===== src/rtl/rr_mux_n_w_pkg.sv =====
// Shared definitions for the channel multiplexers: mode encodings and the
// channel-index width helper used to size select and grant ports.
package rr_mux_n_w_pkg;

   localparam logic MODE_FIXED = 1'b0;
   localparam logic MODE_RR    = 1'b1;

   // A single channel still needs one select bit, so never return zero.
   function automatic int rr_selw(input int n);
      return (n > 1) ? $clog2(n) : 1;
   endfunction

endpackage


===== src/rtl/rr_grant.sv =====
// Round-robin grant picker: rotates requests so the channel after 'last'
// sits at position 0, picks the lowest set bit, then maps back to a channel.
module rr_grant
   import rr_mux_n_w_pkg::*;
#(
   parameter  int N    = 4,
   localparam int SELW = rr_selw(N)
) (
   input  logic [N-1:0]    req,
   input  logic [SELW-1:0] last,
   output logic [SELW-1:0] grant,
   output logic            grant_v
);

   logic [N-1:0]    rotReq;
   logic [SELW-1:0] pickOff;

   function automatic logic [SELW-1:0] wrapIdx(input logic [SELW-1:0] base, input int off);
      int s;
      s = (int'(base) + off) % N;
      return SELW'(s);
   endfunction

   always_comb begin
      rotReq = '0;
      for (int j = 0; j < N; j++) begin
         rotReq[j] = req[wrapIdx(last, j + 1)];
      end
   end

   // Scanning downwards leaves the lowest requesting offset, i.e. the
   // channel closest after the previous winner.
   always_comb begin
      pickOff = '0;
      for (int j = N - 1; j >= 0; j--) begin
         if (rotReq[j]) begin
            pickOff = SELW'(j);
         end
      end
   end

   always_comb begin
      grant   = wrapIdx(last, int'(pickOff) + 1);
      grant_v = |req;
   end

endmodule


===== src/rtl/rr_mux_n_w.sv =====
// N-channel, W-bit registered multiplexer with valid/ready handshakes on every
// input and a one-deep output register; fixed-select or round-robin arbitration.
module rr_mux_n_w
   import rr_mux_n_w_pkg::*;
#(
   parameter  int N    = 4,
   parameter  int W    = 8,
   localparam int SELW = rr_selw(N)
) (
   input  logic            clk,
   input  logic            rst,
   input  logic [N*W-1:0]  in_data,
   input  logic [N-1:0]    in_valid,
   output logic [N-1:0]    in_ready,
   input  logic            mode,
   input  logic [SELW-1:0] sel,
   output logic [W-1:0]    out_data,
   output logic [SELW-1:0] out_chan,
   output logic            out_valid,
   input  logic            out_ready
);

   localparam int NPOW = 2 ** SELW;

   logic            outValid_q, outValid_d;
   logic [W-1:0]    outData_q, outData_d;
   logic [SELW-1:0] outChan_q, outChan_d;
   logic [SELW-1:0] last_q, last_d;

   logic            loadEn;
   logic [SELW-1:0] rrGrant;
   logic            rrGrantV;
   logic [SELW-1:0] grant;
   logic            grantV;
   logic [W-1:0]    selWord;
   logic [NPOW-1:0] validExt;

   rr_grant #(.N(N)) uGrant (
      .req     (in_valid),
      .last    (last_q),
      .grant   (rrGrant),
      .grant_v (rrGrantV)
   );

   assign loadEn = !outValid_q || out_ready;

   // Padding the valid vector to a power of two makes an out-of-range fixed
   // select read as "not valid" instead of indexing past the port.
   always_comb begin
      validExt         = '0;
      validExt[N-1:0]  = in_valid;
   end

   always_comb begin
      if (mode == MODE_RR) begin
         grant  = rrGrant;
         grantV = rrGrantV;
      end else begin
         grant  = sel;
         grantV = validExt[sel];
      end
   end

   always_comb begin
      selWord = '0;
      for (int i = 0; i < N; i++) begin
         if (grant == SELW'(i)) begin
            selWord = in_data[i*W +: W];
         end
      end
   end

   always_comb begin
      in_ready = '0;
      for (int i = 0; i < N; i++) begin
         if (!rst && loadEn && grantV && (grant == SELW'(i))) begin
            in_ready[i] = 1'b1;
         end
      end
   end

   // An empty load slot with no grant drains the register but keeps the
   // last word and channel visible on the data lines.
   always_comb begin
      outValid_d = outValid_q;
      outData_d  = outData_q;
      outChan_d  = outChan_q;
      last_d     = last_q;
      if (loadEn) begin
         if (grantV) begin
            outValid_d = 1'b1;
            outData_d  = selWord;
            outChan_d  = grant;
            if (mode == MODE_RR) begin
               last_d = grant;
            end
         end else begin
            outValid_d = 1'b0;
         end
      end
   end

   always_ff @(posedge clk) begin
      if (rst) begin
         outValid_q <= 1'b0;
         outData_q  <= '0;
         outChan_q  <= '0;
         last_q     <= SELW'(N - 1);
      end else begin
         outValid_q <= outValid_d;
         outData_q  <= outData_d;
         outChan_q  <= outChan_d;
         last_q     <= last_d;
      end
   end

   assign out_valid = outValid_q;
   assign out_data  = outData_q;
   assign out_chan  = outChan_q;

endmodule

===== config.mk =====
export PLATFORM = sky130hd
export DESIGN_NAME = rr_mux_n_w
export DESIGN_NICKNAME = d
export VERILOG_FILES = /design/src/rtl/rr_mux_n_w_pkg.sv /design/src/rtl/rr_grant.sv /design/src/rtl/rr_mux_n_w.sv
export SDC_FILE = /design/constraint.sdc
export NUM_CORES = 1
export LEC_CHECK = 0
export CORE_UTILIZATION = 33
export CTS_CLUSTER_DIAMETER = 120
export CTS_CLUSTER_SIZE = 12
export DETAILED_ROUTE_END_ITERATION = 8
export GPL_TIMING_DRIVEN = 0
export MAX_ROUTING_LAYER = met4
export PLACE_DENSITY = 0.83
export SKIP_LAST_GASP = 1
export SYNTH_ARGS = -nofsm -noshare
export SYNTH_HDL_FRONTEND = slang
export SYNTH_HIERARCHICAL = 1
export SYNTH_SLANG_ARGS = --single-unit
export TNS_END_PERCENT = 100

===== constraint.sdc =====
create_clock -name clk -period 2.4 [get_ports clk]
set_input_delay 0.24 -clock clk [delete_from_list [all_inputs] [get_ports clk]]
set_output_delay 0.24 -clock clk [all_outputs]
set_load 0.05 [all_outputs]

== Word level (Yosys, flattened, before mapping) ==
Index checks and enable logic that the tools add are counted.

* Flip-flop bits (word level): 13
* Bits in latches: 0
* RAM bits: 0
* ROM bits: 0
* Input port bits: 42
* Output and inout port bits: 15
* Logic and storage cells: 56
* Memories: 0

* Add/sub/neg operators: 6
* Multiply operators: 0
* Divide/modulo/power cells: 0
* Order comparisons: 5
* Equality and inequality tests: 3
* Shifts and indexed selects: 0
* Mux-type cells: 25
* Bitwise gates (word level): 0
* Reductions and logical operators: 13

{| class="wikitable"
|+ Operator list
! kind !! number
|-
| 8-bit 2-to-1 mux || 4
|-
| 2-bit by 3-bit less-than comparator with 1-bit output (second input constant) || 5
|-
| 1-bit 2-to-1 mux || 11
|-
| 1-bit binary-select mux with 2-bit select || 5
|-
| 2-bit 2-to-1 mux || 5
|-
| 2-bit by 1-bit adder with 2-bit output (second input constant) || 3
|-
| 1-bit logical AND || 6
|-
| 2-bit adder (second input constant) || 2
|-
| 2-bit equality test (second input constant) || 2
|-
| 4-bit OR reduction || 1
|-
| 3-bit AND reduction || 1
|-
| 2-bit adder || 1
|-
| 2-bit by 1-bit equality test with 1-bit output (second input constant) || 1
|-
| 1-bit zero test || 2
|-
| 2-bit zero test || 1
|-
| 2-bit AND reduction || 1
|-
| 1-bit logical OR || 1
|}

== Depth between registers and ports, before layout ==
* Word-level depth: 15
* Gate-level depth with buffers: 12
* Gate-level depth less buffers: 10

== Cells and area by module ==
Netlist, hierarchy kept.

{| class="wikitable"
|+ By module, submodules not included
! module !! times used !! cells an instance !! area each (um2) !! sequential area each (um2)
|-
| rr_mux_n_w || 1 || 58 || 770.7 || 260.2
|-
| rr_grant || 1 || 26 || 175.2 || 0.0
|}

== Worst setup path before layout ==
OpenSTA, ideal clock, no wires.

* Path type: flip-flop to output port
* Start: register last_q[1]
* End: output in_ready[3]
* Arrival time: 2.915 ns
* Required time: 2.160 ns
* Path slack: -0.755 ns
* Cell stages (with the launch flop): 10
* Buffers on the path: 1
* Cell sequence: dfxtp_1 -> or2b_1 -> o221ai_1 -> o21ai_0 -> ha_1 -> xnor2_1 -> xnor2_1 -> mux2i_1 -> buf_2 -> nor3b_1

* Longest elaborated chain between the ends: 13
* Elaborated cells between the ends (all ways): 22
* Classes of those cells: add/sub (6); eq/ne (1); mux (14); reduce/logical (1)

{| class="wikitable"
|+ Ends and longest elaborated chain
! what !! line !! source
|-
| start, declared || rr_mux_n_w.sv:28 || <nowiki>logic [SELW-1:0] last_q, last_d;</nowiki>
|-
| start signal, assigned || rr_mux_n_w.sv:108 || <nowiki>last_q <= SELW'(N - 1);</nowiki>
|-
| start signal, assigned || rr_mux_n_w.sv:113 || <nowiki>last_q <= last_d;</nowiki>
|-
| 2-bit by 1-bit adder with 2-bit output || rr_grant.sv:20 || <nowiki>s = (int'(base) + off) % N;</nowiki>
|-
| 1-bit binary-select mux with 2-bit select || rr_grant.sv:27 || <nowiki>rotReq[j] = req[wrapIdx(last, j + 1)];</nowiki>
|-
| 1-bit 2-to-1 mux (implied by the code) || rr_grant.sv:27 ||
|-
| 2-bit 2-to-1 mux (4 in a row) || rr_grant.sv:36 || <nowiki>if (rotReq[j]) begin</nowiki>
|-
| 2-bit by 1-bit adder with 2-bit output || rr_grant.sv:43 || <nowiki>grant = wrapIdx(last, int'(pickOff) + 1);</nowiki>
|-
| 2-bit adder (*) || rr_grant.sv:20 ||
|-
| via rrGrant[1] || rr_mux_n_w.sv:31 || <nowiki>logic [SELW-1:0] rrGrant;</nowiki>
|-
| 2-bit 2-to-1 mux (*) || rr_mux_n_w.sv:55 || <nowiki>if (mode == MODE_RR) begin</nowiki>
|-
| 2-bit equality test (*) || rr_mux_n_w.sv:76 || <nowiki>if (!rst && loadEn && grantV && (grant == SELW'(i))) begin</nowiki>
|-
| 1-bit logical AND (*) || rr_mux_n_w.sv:76 ||
|-
| 1-bit 2-to-1 mux (*) || rr_mux_n_w.sv:76 ||
|-
| end, declared || rr_mux_n_w.sv:14 || <nowiki>output logic [N-1:0] in_ready,</nowiki>
|}

The timed path passes the listed nets; every way through them passes the cells marked *. The select of a mux whose other input is x is not followed.

== Worst setup path after layout ==
* Start: register last_q[1]
* End: output in_ready[2]

Same word-level chain as after synthesis.

==> results.yml <==
place:
  io_buffers: 55
  place_inst: 170
  routabilityCongestion: 0.862
  dpl_cell_area_um2: 1560
  dp_hpwl_um: 2150
  place_ws_ns: -1.27
min_path:
  whs_path_depth: 3
  hold_path_end: "out_valid$_SDFFE_PP0N_"
  worstHoldStart: "mode"
  min_path_type: "in2reg"
die:
  die_width_um: 55.5
  core_region_area_um2: 2730
  dieArea_um2: 3080
  die_h_um: 55.5
  start_util: 0.346
  row_count: 19
  io_pins: 57
setup_path:
  required_ns: 2.16
  endpoint_kind: "output port"
  r2r_cells: 9
  slowest_delay_ns: 0.38
  worstPathArrival_ns: 2.30
  worstSetupPathType: "reg2out"
  cp-start-kind: "register"
  cp_max_fo: 6
  cp_cell_sequence: "or2b_1 -> o221ai_1 -> o21ai_1 -> ha_2 -> xnor2_2 -> xnor2_1 -> mux2i_2 -> buf_6 -> and3b_2 -> buf_8"
  rrSetupSlack_ns: -0.03
  r2r-start: "last_q[1]$_SDFFE_PP1P_"
  crit_slowest_cell: "dfxtp_4"
  r2r_end: "out_data[5]$_SDFFE_PP0P_"
detailed_routing:
  drc: 0
  first_pass_iters: 4
  detailedRoute.firstIterationViolations: 37
  drt_wl_total_um: 2900
  viasPerCell: 5.47
  vias: 995
  wl_per_cell_um: 15.9
  ant_nets: 0
sta:
  max_freq_mhz: 393
  maxSlewViolCount: 0
  setup_violations: 6
  finalCriticalPeriod_ns: 2.54
  rsz0062_at_grt: "yes"
  max-slew-margin-rel: 0.664
  setup_tns_ns: -0.516
  tightestPinTransition_ns: 0.502
  fin_crit_sh: 1.06
  finClkSkew_ns: 0.00294
  hold_viol: 0
  layout_setup_ws_ns: -0.143
  holdWs_ns: 0.317
synthesis:
  synth_edf_count: 0
  ys_seq_area_frac: 0.275
  ys_types: 39
  ys_warn_count: 6
  netlist_area_um2: 946
  ys.flop_type: "dfxtp_1"
  syn_inst: 84
  synth_fp_nets: 127
  avgSynthCellArea_um2: 11.3
  ys_seq_elements: 13
  synth_async_sr_flop_share: 0
outcome:
  outcome: "complete, but fails checks"
  violations: "negative setup slack"
finish:
  design_area_um2: 1680
  area_growth_pct: 77.4
  final_cells: 182
  nNetsFinal: 195
  final_core_util: 0.614
  drive_gt1_frac: 0.311
  diodes: 0
cts:
  cts_sinks: 13
  cts_tree: "yes"
  clk_latency_ns: 0.27
  clock_path_buffers: 2
  clk_pin_slew_worst_paths_ns: 0.08
  cts_buffers: 3
  cts-root-buf: "clkbuf_4"
  ctsHtreeMaxLevel: 1
power:
  power_mw: 0.927
  ir_drop_mv: 0.388
  power.density_nw_per_um2: 553
  cellLeakagePower_nw: 0.680
global_routing:
  grt_antenna_before_repair: 0
  track_usage: 0.201
  grt_pass1_vias: 968
  grt_overflow: 0
  grt_max_degree: 11
  grt_pass1_wl_um: 4620
flow_run:
  cap_violations: 0
-- metal layers --
metal / share of wire / track usage
met4: 0.014 / 0.0857
met2: 0.49 / 0.325
met5: 0 / -
met3: 0.082 / 0.0632
met1: 0.41 / 0.228
-- cells by family after synthesis --
| group | synth area share |
|---|---|
| flip-flops | 0.275 |
| AND/OR/NAND/NOR | 0.169 |
| buffers and inverters | 0.0582 |
| multiplexers | 0.274 |
| AO/OA/AOI/OAI | 0.192 |
| adder cells (fa/ha/maj) | 0.0132 |
| XOR/XNOR | 0.0185 |
-- repair_timing --
action / CTS / global route
buffers inserted: 12 / 1
setup endpoints to repair: 13 / 12
hold buffers: 0 / 0
gates resized for setup: 44 / 2
pin swaps: 6 / 3
-- state kept, by name, indices dropped and copies added, names as in the netlist --
signal     count
out_valid      1
out_data       8
last_q         2
out_chan       2
-- Yosys cell counts (2+ instances only) --
cell | count | area [um^2]
dfxtp_1 | 13 | 260
a211oi_1 | 2 | 15.0
a211o_1 | 2 | 17.5
and3b_1 | 2 | 17.5
a22o_2 | 3 | 30.0
xnor2_1 | 2 | 17.5
mux2i_1 | 3 | 30.0
nor3_1 | 4 | 20.0
nor2_1 | 2 | 7.51
nand2_1 | 3 | 11.3
a22o_1 | 5 | 43.8
and3_1 | 2 | 12.5
buf_2 | 2 | 10.0
a21oi_1 | 2 | 10.0
buf_6 | 2 | 22.5
mux4_2 | 8 | 180
nor2b_1 | 2 | 12.5
inv_1 | 4 | 15.0
-- placed cells by master, fill, tap and decap left out, types with 3 or more instances in the layout --
cell type        netlist  routed
a22o_2                 3       3
a22o_1                 5       5
inv_1                  4       3
nor3_1                 4       4
buf_6                  2       8
buf_4                  1       8
dlygate4sd2_1          0       4
dfxtp_1               13      12
nand2_1                3       3
clkdlybuf4s50_1        0      47
clkbuf_4               0       3
mux4_2                 8       9
-- power by group --
group          leakage [nW]  internal (mW)  total, mW  switching (mW)
combinational         0.557          0.271      0.527           0.256
sequential            0.108          0.245      0.265          0.0196
clock                0.0150         0.0643      0.136          0.0712
total                 0.680          0.581      0.927           0.346
-- worst max-delay path, delay by kind of cell, from the launching register on --
family,cells,cell delay (ns)
multiplexers,1,0.19
flip-flops,1,0.38
AO/OA/AOI/OAI,2,0.25
adder cells (fa/ha/maj),1,0.19
AND/OR/NAND/NOR,2,0.46
buffers and inverters,2,0.30
XOR/XNOR,2,0.26
-- layout make-up --
class                   count  area, um^2
multi-input cells          62         663
inverters                   4        15.0
repair buffers             63         618
plain buffers               5        52.6
clock buffers               4        26.3
flip-flops and latches     13         264
fillers                   211        1060
well taps                  31        38.8
-- worst max-delay path by stage --
stage / end / slack [ns] / from / cells past startpoint
5_1_grt: in_ready[2] / -0.24 / last_q[1]$_SDFFE_PP1P_ / 10
2_1_floorplan: out_data[1]$_SDFFE_PP0P_ / 0.01 / last_q[1]$_SDFFE_PP1P_ / 9
4_1_cts: in_ready[2] / -0.17 / last_q[1]$_SDFFE_PP1P_ / 10
3_5_place_dp: in_ready[1] / -1.27 / in_valid[1] / 12
6_report: in_ready[2] / -0.14 / last_q[1]$_SDFFE_PP1P_ / 10
3_3_place_gp: in_ready[1] / -1.17 / in_valid[1] / 12
(Power assumes the default switching activity.)
